**src/rtl/alu_issue_ctrl.sv**
```systemverilog
// Issue controller between the multi-cycle datapath and the 4-bit-op ALU.
// Optional build macro ALU_ZF_CHECK_EN adds the sticky zf_mismatch output.
module alu_issue_ctrl #(
  parameter int DATA_W     = 32,
  parameter int SETTLE_CYC = 1
) (
  input  logic              clk,
  input  logic              rst,
  // Handshakes: a transfer happens on a rising edge where valid and ready are both 1.
  // valid holds its payload until that edge; ready never depends on valid.
  input  logic              req_valid,
  output logic              req_ready,
  input  logic [1:0]        req_aluop,
  input  logic [5:0]        req_funct,
  input  logic [DATA_W-1:0] req_a,
  input  logic [DATA_W-1:0] req_b,
  output logic [3:0]        op,
  output logic [DATA_W-1:0] din1_alu,
  output logic [DATA_W-1:0] din2_alu,
  input  logic [DATA_W-1:0] result_alu,
  input  logic              ZF,
  output logic              rsp_valid,
  input  logic              rsp_ready,
  output logic [DATA_W-1:0] rsp_result,
  output logic              rsp_zf,
  output logic              rsp_err,
`ifdef ALU_ZF_CHECK_EN
  output logic              zf_mismatch,
`endif
  output logic [1:0]        state_dbg
);

  // Out-of-range settle times fall back to the shortest legal value.
  localparam int SC = ((SETTLE_CYC < 1) || (SETTLE_CYC > 15)) ? 1 : SETTLE_CYC;
  localparam logic [3:0] SC_LOAD = 4'(SC - 1);

  localparam logic [3:0] OP_AND = 4'b0000;
  localparam logic [3:0] OP_OR  = 4'b0001;
  localparam logic [3:0] OP_ADD = 4'b0010;
  localparam logic [3:0] OP_SUB = 4'b0110;
  localparam logic [3:0] OP_SLT = 4'b0111;
  localparam logic [3:0] OP_NOR = 4'b1100;

  typedef enum logic [1:0] {
    IDLE  = 2'd0,
    ISSUE = 2'd1,
    RESP  = 2'd2
  } state_t;

  state_t              state_q, state_d;
  logic [3:0]          cnt_q, cnt_d;
  logic [3:0]          op_d;
  logic [DATA_W-1:0]   din1_d, din2_d;
  logic [DATA_W-1:0]   rsp_result_d;
  logic                rsp_zf_d, rsp_err_d;
  logic                dec_legal;
  logic [3:0]          dec_op;
`ifdef ALU_ZF_CHECK_EN
  logic                zf_mismatch_d;
`endif

  always_comb begin
    dec_legal = 1'b0;
    dec_op    = OP_ADD;
    case (req_aluop)
      2'b00: begin dec_legal = 1'b1; dec_op = OP_ADD; end
      2'b01: begin dec_legal = 1'b1; dec_op = OP_SUB; end
      2'b10: begin
        case (req_funct)
          6'b100000: begin dec_legal = 1'b1; dec_op = OP_ADD; end
          6'b100010: begin dec_legal = 1'b1; dec_op = OP_SUB; end
          6'b100100: begin dec_legal = 1'b1; dec_op = OP_AND; end
          6'b100101: begin dec_legal = 1'b1; dec_op = OP_OR;  end
          6'b101010: begin dec_legal = 1'b1; dec_op = OP_SLT; end
          6'b100111: begin dec_legal = 1'b1; dec_op = OP_NOR; end
          default:   dec_legal = 1'b0;
        endcase
      end
      default: dec_legal = 1'b0;
    endcase
  end

  always_comb begin
    state_d      = state_q;
    cnt_d        = cnt_q;
    op_d         = op;
    din1_d       = din1_alu;
    din2_d       = din2_alu;
    rsp_result_d = rsp_result;
    rsp_zf_d     = rsp_zf;
    rsp_err_d    = rsp_err;
`ifdef ALU_ZF_CHECK_EN
    zf_mismatch_d = zf_mismatch;
`endif
    case (state_q)
      IDLE: begin
        if (req_valid) begin
          if (dec_legal) begin
            op_d    = dec_op;
            din1_d  = req_a;
            din2_d  = req_b;
            cnt_d   = SC_LOAD;
            state_d = ISSUE;
          end else begin
            // Illegal requests leave the ALU inputs alone and answer at once.
            rsp_err_d    = 1'b1;
            rsp_result_d = '0;
            rsp_zf_d     = 1'b0;
            state_d      = RESP;
          end
        end
      end
      ISSUE: begin
        if (cnt_q != 4'd0) begin
          cnt_d = cnt_q - 4'd1;
        end else begin
          rsp_result_d = result_alu;
          rsp_zf_d     = ZF;
          rsp_err_d    = 1'b0;
          state_d      = RESP;
`ifdef ALU_ZF_CHECK_EN
          if (ZF != (result_alu == '0)) zf_mismatch_d = 1'b1;
`endif
        end
      end
      RESP: begin
        if (rsp_ready) state_d = IDLE;
      end
      default: state_d = IDLE;
    endcase
  end

  always_ff @(posedge clk) begin
    if (rst) begin
      state_q    <= IDLE;
      cnt_q      <= '0;
      op         <= OP_ADD;
      din1_alu   <= '0;
      din2_alu   <= '0;
      rsp_result <= '0;
      rsp_zf     <= 1'b0;
      rsp_err    <= 1'b0;
`ifdef ALU_ZF_CHECK_EN
      zf_mismatch <= 1'b0;
`endif
    end else begin
      state_q    <= state_d;
      cnt_q      <= cnt_d;
      op         <= op_d;
      din1_alu   <= din1_d;
      din2_alu   <= din2_d;
      rsp_result <= rsp_result_d;
      rsp_zf     <= rsp_zf_d;
      rsp_err    <= rsp_err_d;
`ifdef ALU_ZF_CHECK_EN
      zf_mismatch <= zf_mismatch_d;
`endif
    end
  end

  assign req_ready = (state_q == IDLE);
  assign rsp_valid = (state_q == RESP);
  assign state_dbg = state_q;

  a_issue_hold: assert property (@(posedge clk) disable iff (rst)
    (state_q == ISSUE) |=> (state_q != ISSUE) || $stable({op, din1_alu, din2_alu}));

  a_resp_hold: assert property (@(posedge clk) disable iff (rst)
    (state_q == RESP && !rsp_ready) |=> (state_q == RESP) && $stable({rsp_result, rsp_zf, rsp_err}));

endmodule

```
**config.mk**
```make
export PLATFORM = sky130hd
export DESIGN_NAME = alu_issue_ctrl
export DESIGN_NICKNAME = d
export VERILOG_FILES = /design/src/rtl/alu_issue_ctrl.sv
export SDC_FILE = /design/constraint.sdc
export NUM_CORES = 1
export LEC_CHECK = 0
export CAP_MARGIN = 15
export CORE_UTILIZATION = 41
export DETAILED_ROUTE_END_ITERATION = 8
export GPL_TIMING_DRIVEN = 1
export PLACE_DENSITY = 0.93
export SLEW_MARGIN = 40
export SYNTH_ARGS = -nofsm -noshare
export SYNTH_HDL_FRONTEND = slang
export SYNTH_SLANG_ARGS = --single-unit
export TNS_END_PERCENT = 30
```
**constraint.sdc**
```tcl
create_clock -name clk -period 2 [get_ports clk]
set_input_delay 0.4 -clock clk [delete_from_list [all_inputs] [get_ports clk]]
set_output_delay 0.4 -clock clk [all_outputs]
set_load 0.1 [all_outputs]
```
Word-level counts from Yosys, hierarchy flattened
Cells that the tools add are included.
{ "classes": {"add_sub_neg": 1, "eq_ne": 16, "mux": 25, "n_reduce_logical": 10} }
{ "ops": {"columns": ["op", "n"], "rows": [
  ["$mux W32", 3],
  ["$pmux W32 S2", 1],
  ["$eq A6 B6 Y1 const B", 6],
  ["$pmux W4 S5", 1],
  ["$pmux W4 S2", 2],
  ["$mux W4", 3],
  ["$mux W2", 4],
  ["$ne A2 B2 Y1 const B", 4],
  ["$reduce_and A4 Y1", 2],
  ["$mux W1", 7],
  ["$pmux W1 S2", 3],
  ["$pmux W2 S3", 1],
  ["$reduce_and A3 Y1", 2],
  ["$reduce_or A6 Y1", 1],
  ["$eq A2 B1 Y1 const B", 2],
  ["$eq A2 B2 Y1 const B", 2],
  ["$logic_not A2 Y1", 2],
  ["$ne A2 B1 Y1 const B", 2],
  ["$reduce_bool A4 Y1", 1],
  ["$sub A4 B1 Y4 const B", 1],
  ["$reduce_bool A2 Y1", 1],
  ["$reduce_or A2 Y1", 1]
]} }
{ "totals": {"register_bits": 108, "inputBits": 109, "out_inout_bits": 106} }

Logic depth before layout (Yosys ltp)
Gate-level depths: netlist of run 1.
{ "depth": {"ltp_word": 7, "ltp_mapped": 9} }

Least setup slack after synthesis of run 1
OpenSTA, ideal clock, no wires.
{ "synth_timing": {"path_type": "reg2reg", "startpoint": "reg state_q[0] (netlist: state_dbg[0])", "endpoint": "reg rsp_result[10]", "setup_ps": 72, "t_arrival_ps": 3230, "slack_ps": -1301, "stages_incl_launch_ff": 6, "path_buffers": 1, "path_cell_list": "dfxtp_1 nor2_1 a22oi_1 nor2_8 buf_12 mux2i_1"} }
{ "synth_between": {"elab_chain_cells": 3, "word_cells_on_any_way": 8, "cone_classes": "eq/ne: 4; mux: 1; reduce/logical: 3"} }
{ "synth_lines": {"columns": ["element", "line_no", "source"], "rows": [
  ["from (decl)", "50", "state_t state_q, state_d;"],
  ["from (signal assigned)", "147", "state_q <= state_d;"],
  ["$logic_not A2 Y1 *", null, null],
  ["named net req_ready", "12", "output logic req_ready,"],
  ["$ne A2 B2 Y1 (no source line) or $reduce_bool A2 Y1 (tied branches)", null, null],
  ["$reduce_and A4 Y1 (no source line)", null, null],
  ["to (signal assigned)", "152", "rsp_result <= rsp_result_d;"],
  ["to (decl)", "24", "output logic [DATA_W-1:0] rsp_result,"]
]} }
Mark *: on every way through the listed nets, which the timed path passes. The rest lies on a longest branch.
A chain may end at the register's enable or synchronous reset.

Worst setup path in the final report of run 1
{ "layout_timing": {"startpoint": "in req_funct[1]", "endpoint": "reg rsp_result[10]"} }
{ "layout_between": {"elab_chain_cells": 6, "word_cells_on_any_way": 11, "cone_classes": "eq/ne: 7; mux: 2; reduce/logical: 2"} }
{ "layout_lines": {"columns": ["element", "line_no", "source"], "rows": [
  ["from (decl)", "14", "input logic [5:0] req_funct,"],
  ["$eq A6 B6 Y1", "69", "case (req_funct)"],
  ["$reduce_or A6 Y1 (no source line) *", null, null],
  ["$mux W1 *", "69", null],
  ["$pmux W1 S2 *", "65", "case (req_aluop)"],
  ["$ne A2 B2 Y1 (no source line) *", null, null],
  ["$reduce_and A4 Y1 (no source line) *", null, null]
]} }
Every way passes the cells marked *; elsewhere a longest branch is shown, timed or not.

==> results of run 1 <==
-- routing by layer --
layer  routed length, microns  up-vias  global-route usage, %
met3                      739       36                   5.46
met5                        0        -                      0
li1                         -     2123                      -
met1                     5520     2133                   25.2
met2                     7660      156                   44.3
met4                      394        0                   11.5
-- cells by family (layout without fill, tap and decap cells) --
kind of cell,count (synthesis),after routing,share of synthesized area (%)
AOI/OAI and AO/OA,85,85,11.9
adders and majority gates,6,6,1.68
buffers and inverters,37,280,6.40
DFF,108,108,48.3
muxes,34,34,7.60
other,0,1,0
and+or+nand+nor,232,232,24.1
-- final timing paths --
check | to | slack [ps] | cells after the start
setup / recovery | rsp_result[10]$_SDFFE_PP0P_ | 50 | 9
hold / removal | din2_alu[4]$_SDFFE_PP0P_ | 450 | 2
setup reg to reg | rsp_result[10]$_SDFFE_PP0P_ | 130 | 8
hold reg to reg | din1_alu[22]$_SDFFE_PP0P_ | 460 | 2
-- synthesized netlist by cell type (all sizes together), types with 2 or more instances --
cell    number  share of area [%]
ha           6                1.7
nand2b      35                4.9
nor3b        2               0.45
and3b        2               0.42
buf         13                4.4
nor3         5               0.56
nand3        2               0.34
nor2         7               0.95
clkbuf      20                1.7
a21oi       69                8.9
nand2      166                 14
o21ai        2               0.22
mux2i       34                7.6
nand3b       2               0.34
inv          4               0.34
a31oi        4               0.56
a21boi       2               0.50
a211oi       2               0.61
nor2b        5               0.70
dfxtp      108                 48
-- worst register-to-register path, cell delays in order, from the launching register on --
cell and delay (ps):
dfxtp_1 360, inv_1 90, ha_1 160, nor3b_4 330, a22oi_2 160, nor2_8 170, buf_6 130, bufbuf_16 250
mux2i_1 170
-- flip-flops by register name (all words and copies together) (netlist names) --
signal and flops:
din1_alu 32, rsp_result 32, rsp_err 1, state_dbg 2
op 4, din2_alu 32, cnt_q 4, rsp_zf 1
-- layout make-up --
| type | instances | area share (%) |
|---|---|---|
| timing repair buffer | 261 | 35.2 |
| sequential | 108 | 29.8 |
| multi-input combinational | 357 | 29.5 |
| tap | 136 | 2.34 |
| clock buffer | 11 | 1.81 |
| clock inverter | 4 | 1.03 |
| inverter | 4 | 0.207 |
| antenna | 1 | 0.0345 |
-- power breakdown --
part	internal, W	switching [W]
Combinational	0.000626	0.000947
Clock	0.000701	0.000731
Sequential	0.00222	0.0000489
-- stage by stage --
step | instance area, sq um | hold WS, ps | setup slack, ps
6_report | 7260 | 448 | 49.5
5_1_grt | 7260 | 440 | 8.06
4_1_cts | 7140 | 428 | 1.17
3_5_place_dp | 6540 | 449 | -468
3_3_place_gp | 6540 | 441 | -396
2_1_floorplan | 4500 | 455 | 38.9
-- repair_timing --
item | CTS | global route
pin swaps | 7 | 6
endpoints found under the setup margin | 73 | 84
cloned | 7 | 3
buffers inserted | 16 | 3
hold endpoints to repair | 0 | 0
resized for setup | 21 | 15
==> metrics.txt, run 1 <==
DR vias/cell 5.04; first-pass GRT wire length 21200 microns; Leakage 2.93 nW; total global routing overflow 0; Vias 4448; Bufs on Longest Clock Path 2; crit end category register; final core occ 69.4%; H-tree levels 3; Final Max Tran Viols 0; sequential share of the synthesized area 48.3%; worst skew pair latency 370 ps; Syn Area/Cell 8.92 sq um; # hold bufs at CTS 0; DIE WIDTH 107 microns; DRC errors left 0; DRT antenna net count 0; Clock transition at path regs 110 ps; slowest cell on the critical path clkdlybuf4s50_1; Clock Sinks 108; Synth cell types 42; Top Family by Delay on Critical Path buffers and inverters; crit path DAT 2220 ps; Cell Rows 37; Fin Clk Skew 11.9 ps; Root Driver clkbuf_8; reg-to-reg startpoint cnt_q[1]$_SDFFE_PP0P_; All-Layer GR Usage 23.9%; overall power 0.00528 W; register area 0.00216 sq mm; GPL Wtd Cong 0.753; cts bufs inserted 9; Worst Tran Pin Value 414 ps; DR pass1 iterations 7; peak supply drop 0.474 mV; Core Box Area 0.0105 sq mm; Hold Fails Final Rpt 0; wire length per cell 16.2 microns; period utilisation layout 97.5%; setup TNS 0 ps; height of the chip 107 microns; filler cell count 790; Die ar. 0.0113 sq mm; crit-path most repeated cell mux2i_1; Critical Path Max Stage Delay 500 ps; hold crit path type input port to register; Top FF cell, synth dfxtp_1; HPWL after DPL 9350 microns; CP required 2270 ps; Starting Density 42.8%; # port buffers 214; HP Start rst; DRT iter0 DRCs 195; CP Max Fanout 4; most common cell after layout, fill and taps aside nand2_1; cell chain of the critical path clkdlybuf4s50_1 > mux2i_1 > nand3b_1 > buf_4 > a21boi_4 > nor2_8 > buf_6 > bufbuf_16 > mux2i_1; non-filler cells, final 882; ys async rst share 0%; Layout Nets 856; Max-slew headroom 72.4%; Layout area overhead 62.0%; Mapped Nets 617; RSZ-0062 raised after global routing false; status finished clean; Power Density 727 mW/mm^2; WS Path Type input port to register; multi-input logic area 0.00214 sq mm; largest net degree at the start of global routing 41; maximum capacitance violations 0; Post-Synthesis Cells 502; number of global-route vias before repair 4499; fmax 513 MHz; crit path launch req_funct[1]; EDFF count, synth 0; CP Launch Type input port; WP buf/inv 4; layout cells sized above 1 29.0%; register bit total from synthesis 108; initial antenna violation count 1; io pins 215; synthesis warning total 0; synthesized cell area 0.00448 sq mm; Cells after DPL 839; crit path time final 1950 ps; CTS tree built; Routed WL 14300 microns; Final setup viols 0; most frequent cells in the layout nand2_1 (155), buf_4 (130), dfxtp_1 (106)
(Power assumes the default switching activity.)
==> run 2: changes to the inputs <==
--- a/config.mk
+++ b/config.mk
@@ -5,7 +5,6 @@
 export SDC_FILE = /design/constraint.sdc
 export NUM_CORES = 1
 export LEC_CHECK = 0
-export CAP_MARGIN = 15
 export CORE_UTILIZATION = 41
 export DETAILED_ROUTE_END_ITERATION = 8
 export GPL_TIMING_DRIVEN = 1
==> results of run 2 <==
Same layout as run 1: the final DEF is identical, and so are final timing and power.
